[src/rtl/intr_aggregator.sv]
// Interrupt aggregator: per-source level/edge gateway with pending and in-service
// tracking, fixed lowest-index-wins priority, and claim/complete handshake.
module intr_aggregator #(
    parameter int NumSrc = 32,
    parameter int IdW    = $clog2(NumSrc + 1)
) (
    input  logic              clk_i,
    input  logic              rst_ni,
    input  logic [NumSrc-1:0] intr_src_i,
    input  logic [NumSrc-1:0] en_i,
    input  logic [NumSrc-1:0] edge_i,
    output logic              irq_o,
    output logic [IdW-1:0]    irq_id_o,
    input  logic              claim_i,
    input  logic              complete_i,
    input  logic [IdW-1:0]    complete_id_i
);

    logic [NumSrc-1:0] pending_q;
    logic [NumSrc-1:0] pending_d;
    logic [NumSrc-1:0] in_service_q;
    logic [NumSrc-1:0] in_service_d;
    logic [NumSrc-1:0] src_q;

    logic [NumSrc-1:0] event_s;
    logic [NumSrc-1:0] set_s;
    logic [NumSrc-1:0] active_s;
    logic [NumSrc-1:0] claim_vec_s;
    logic [NumSrc-1:0] comp_vec_s;
    logic [IdW-1:0]    sel_id_s;
    logic              found_s;

    // Gateway: events only register against pre-edge state, so a busy source drops them.
    always_comb begin
        event_s = (edge_i & intr_src_i & ~src_q) | (~edge_i & intr_src_i);
        set_s   = event_s & ~pending_q & ~in_service_q;
    end

    // Priority pick: the first enabled pending source from bit 0 upward wins.
    always_comb begin
        active_s = pending_q & en_i;
        sel_id_s = {IdW{1'b0}};
        found_s  = 1'b0;
        for (int k = 0; k < NumSrc; k++) begin
            if (active_s[k] && !found_s) begin
                sel_id_s = IdW'(k + 1);
                found_s  = 1'b1;
            end else begin
                found_s = found_s;
            end
        end
    end

    // Claim/complete decode; IDs outside 1..NumSrc match no bit and are ignored.
    always_comb begin
        claim_vec_s = {NumSrc{1'b0}};
        comp_vec_s  = {NumSrc{1'b0}};
        for (int k = 0; k < NumSrc; k++) begin
            claim_vec_s[k] = claim_i && (sel_id_s == IdW'(k + 1));
            comp_vec_s[k]  = complete_i && (complete_id_i == IdW'(k + 1));
        end
    end

    // Next state: completion is applied before the claim so claim k with complete k keeps k in service.
    always_comb begin
        pending_d    = (pending_q | set_s) & ~claim_vec_s;
        in_service_d = (in_service_q & ~comp_vec_s) | claim_vec_s;
    end

    // State registers.
    always_ff @(posedge clk_i or negedge rst_ni) begin
        if (!rst_ni) begin
            pending_q    <= {NumSrc{1'b0}};
            in_service_q <= {NumSrc{1'b0}};
            src_q        <= {NumSrc{1'b0}};
        end else begin
            pending_q    <= pending_d;
            in_service_q <= in_service_d;
            src_q        <= intr_src_i;
        end
    end

    assign irq_id_o = sel_id_s;
    assign irq_o    = (sel_id_s != {IdW{1'b0}});

endmodule

[config.mk]
export PLATFORM = sky130hd
export DESIGN_NAME = intr_aggregator
export DESIGN_NICKNAME = d
export VERILOG_FILES = /design/src/rtl/intr_aggregator.sv
export SDC_FILE = /design/constraint.sdc
export NUM_CORES = 1
export LEC_CHECK = 0
export ABC_AREA = 1
export CAP_MARGIN = 20
export CORE_ASPECT_RATIO = 0.9
export CORE_MARGIN = 2
export CORE_UTILIZATION = 53
export DETAILED_ROUTE_END_ITERATION = 10
export PLACE_DENSITY = 0.86
export SLEW_MARGIN = 5
export SYNTH_ARGS = -nofsm -noshare
export SYNTH_HDL_FRONTEND = slang
export SYNTH_SLANG_ARGS = --single-unit
export TNS_END_PERCENT = 1
[constraint.sdc]
create_clock -name clk_i -period 6.2 [get_ports clk_i]
set_input_delay 0.62 -clock clk_i [delete_from_list [all_inputs] [get_ports clk_i]]
set_output_delay 0.62 -clock clk_i [all_outputs]
set_load 0.1 [all_outputs]
==> results.toml <==
[detailed_routing]
routed_wl_um = 11900
routed-via-count = 4055
dr.pass1.iters = 5
wire_per_inst_um = 16.1
ant_nets = 0
viasPerCell = 5.49
first_iter_violations = 199
drc_errors = 0

[synth]
yosys_register_bits = 96
synth_area_per_cell_um2 = 8.70
yosysMostFrequentCell = "nand2_1"
synth_edf_count = 0
synth_top_cell_area_share_pct = 53.5
ys_warn_count = 0
synth.area.top_cells = "dfrtp_1 54%, nand2_1 8.9%, inv_1 7.3%"
yosysUniqueCellTypes = 35
yosysTopAreaCell = "dfrtp_1"
async_reset_ff_share_pct = 100
synthCells = 516
syn_area_mm2 = 0.00449
synth_common_cells = "106 x nand2_1, 96 x dfrtp_1, 87 x inv_1, 56 x o21ai_0, 33 x nor2_1"
synth-main-ff-cell = "dfrtp_1"
synth_fp_nets = 622
ys_seq_area_share_pct = 53.5

[outcome]
status = "finished, final reports clean"

[floorplan]
dieArea_mm2 = 0.00922
rows = 31
fp.dieH_um = 91.3
start_util_pct = 55.1
core_area_mm2 = 0.00815
io_pins = 113
die_w_um = 101

[worst_hold_path]
hold_class = "in2async"

[timing]
fin_ws_ns = 1.14
fin_crit_sh_pct = 81.6
worstMarginPinSlew_ns = 0.976
fin_crit_ns = 5.06
relSlewSlack_pct = 34.7
report.final.slew_viol_count = 0
finalClockSkew_ns = 0.00581
finalHoldViolCount = 0
fmax_mhz = 198
setup_viol = 0
whs_ns = 0.229
finalSetupTns_ns = 0
rsz0062_at_grt = "no"

[global_routing]
busiest_layer = "met2"
grt-ovfl-total = 0
grtUsageMet3_pct = 7.39
met2_usage_pct = 44.2
grt_usage_pct = 27.6
antenna_found_initial = 0
grt_max_degree = 55
grt_pass1_wl_um = 19800
grt_pass1_vias = 4169
met1_usage_pct = 37.5

[placed_design]
post-place-ws_ns = 1.15
numPortBuffers = 112
place_area_mm2 = 0.00572
gp_congestion = 0.974
place_hpwl_um = 9280

[setup_path]
r2r_start = "pending_q[3]"
critPathLaunchType = "input port"
rr_worst_depth = 20
rrSetupSlack_ns = 3.44
required_ns = 5.58
path_max_fanout = 5
crit_start = "en_i[0]"
arrival_ns = 4.44
crit_type = "in2out"
worstReg2RegEnd = "pending_q[31]"
crit_path_end = "irq_o"
crit_path_end_kind = "primary output"

[cells_and_area]
design_area_mm2 = 0.00592
diodes = 0
final_nets = 741
drive_above_1_share_pct = 7.20
syn2layout_area_growth_pct = 31.9
fillers = 596

[power]
p_leak_nw = 2.70
irDropWorstVdd_mv = 0.176
powerDensity_mw_per_mm2 = 283

[cts]
clock_latency_ns = 0.36
ctsHtreeMaxLevel = 3
cts_tree = "yes"
cts.sinks = 96
numCtsBuffers = 9
root_buffer = "clkbuf_8"
path_clk_slew_ns = 0.09
post_cts_buffers = 0
clock_path_buffers = 2
cts-hold-fix-buffers = 0
cts_resized = 0

[run]
drv_cap = 0
==> area by class of cell <==
cell class | count | area (um2) | area share, %
clock buffers | 11 | 141 | 2.39
multi-input cells | 322 | 1720 | 29.0
well taps | 99 | 124 | 2.09
repair buffers | 114 | 1130 | 19.2
inverters | 92 | 345 | 5.83
flip-flops and latches | 96 | 2400 | 40.6
clock inverters | 4 | 55.1 | 0.930
==> layer usage <==
| layer | routed length, um | vias up |
|---|---|---|
| met5 | 0 | - |
| met4 | 255 | 0 |
| met3 | 1010 | 23 |
| met2 | 5560 | 171 |
| met1 | 5090 | 1917 |
| li1 | - | 1944 |
==> logic make-up after synthesis <==
kind of cell | synth area share [%]
and+or+nand+nor | 23.5
buffers and inverters | 8.22
AOI/OAI and AO/OA | 14.8
DFF | 53.5
==> flip-flops by register name, indices dropped and copies added, names as in the netlist <==
register      flops
in_service_q     32
pending_q        32
src_q            32
==> power by group <==
part,internal (mW),switching (mW)
Combinational,0.180,0.349
Clock,0.197,0.212
Sequential,0.696,0.0419
Total,1.07,0.604
==> worst max-delay path, stage by stage <==
cell and delay (ns):
clkdlybuf4s50_1 0.43, nand2_2 0.11, inv_2 0.07, nor2_4 0.15, nand4_4 0.15, nor2_4 0.15
nand4_4 0.11, nor2_4 0.11, nand4_2 0.10, nor2_2 0.11, nand4_2 0.13, nor2_4 0.17
nand4_4 0.10, nor2_4 0.16, nand3_4 0.11, nor3_4 0.23, nor2_1 0.11, nand3_1 0.08
nor2_1 0.04, nand2_1 0.05, clkdlybuf4s50_1 1.13
==> metrics by stage <==
step           cells  utilization, %  power [mW]
3_5_place_dp     723            70.3        1.27
3_3_place_gp     723            70.3        1.26
5_1_grt          738            72.7        1.76
4_1_cts          738            72.7        1.68
2_1_floorplan    516               -        1.08
6_report         738            72.7        1.68
==> how the worst min path moves through the flow <==
stage / to / depth (start not counted) / slack [ns]
2_1_floorplan: in_service_q[0] / 0 / 0.32
5_1_grt: src_q[3] / 1 / 0.27
4_1_cts: src_q[3] / 1 / 0.25
6_report: src_q[3] / 1 / 0.23
3_5_place_dp: pending_q[10] / 2 / 0.49
3_3_place_gp: pending_q[10] / 2 / 0.49
==> cells in the final DEF, fill, tap and decap left out, types with 3 or more instances in the layout <==
cell type,netlist,final
o21ai_0,56,56
nand3b_1,3,3
nand4_1,7,7
nand2_1,106,106
nand2_2,5,5
inv_1,87,87
a31oi_1,15,15
nor3_1,11,11
inv_2,4,4
nand3_1,19,19
nor2_1,33,33
a21oi_1,14,14
buf_4,0,3
o22ai_1,3,3
a211oi_1,19,19
clkbuf_8,0,10
dfrtp_1,96,96
nor2_4,8,8
nor4_1,4,4
nand4_4,3,3
clkdlybuf4s50_1,0,111
No activity file was read; power rests on OpenSTA's default activity.
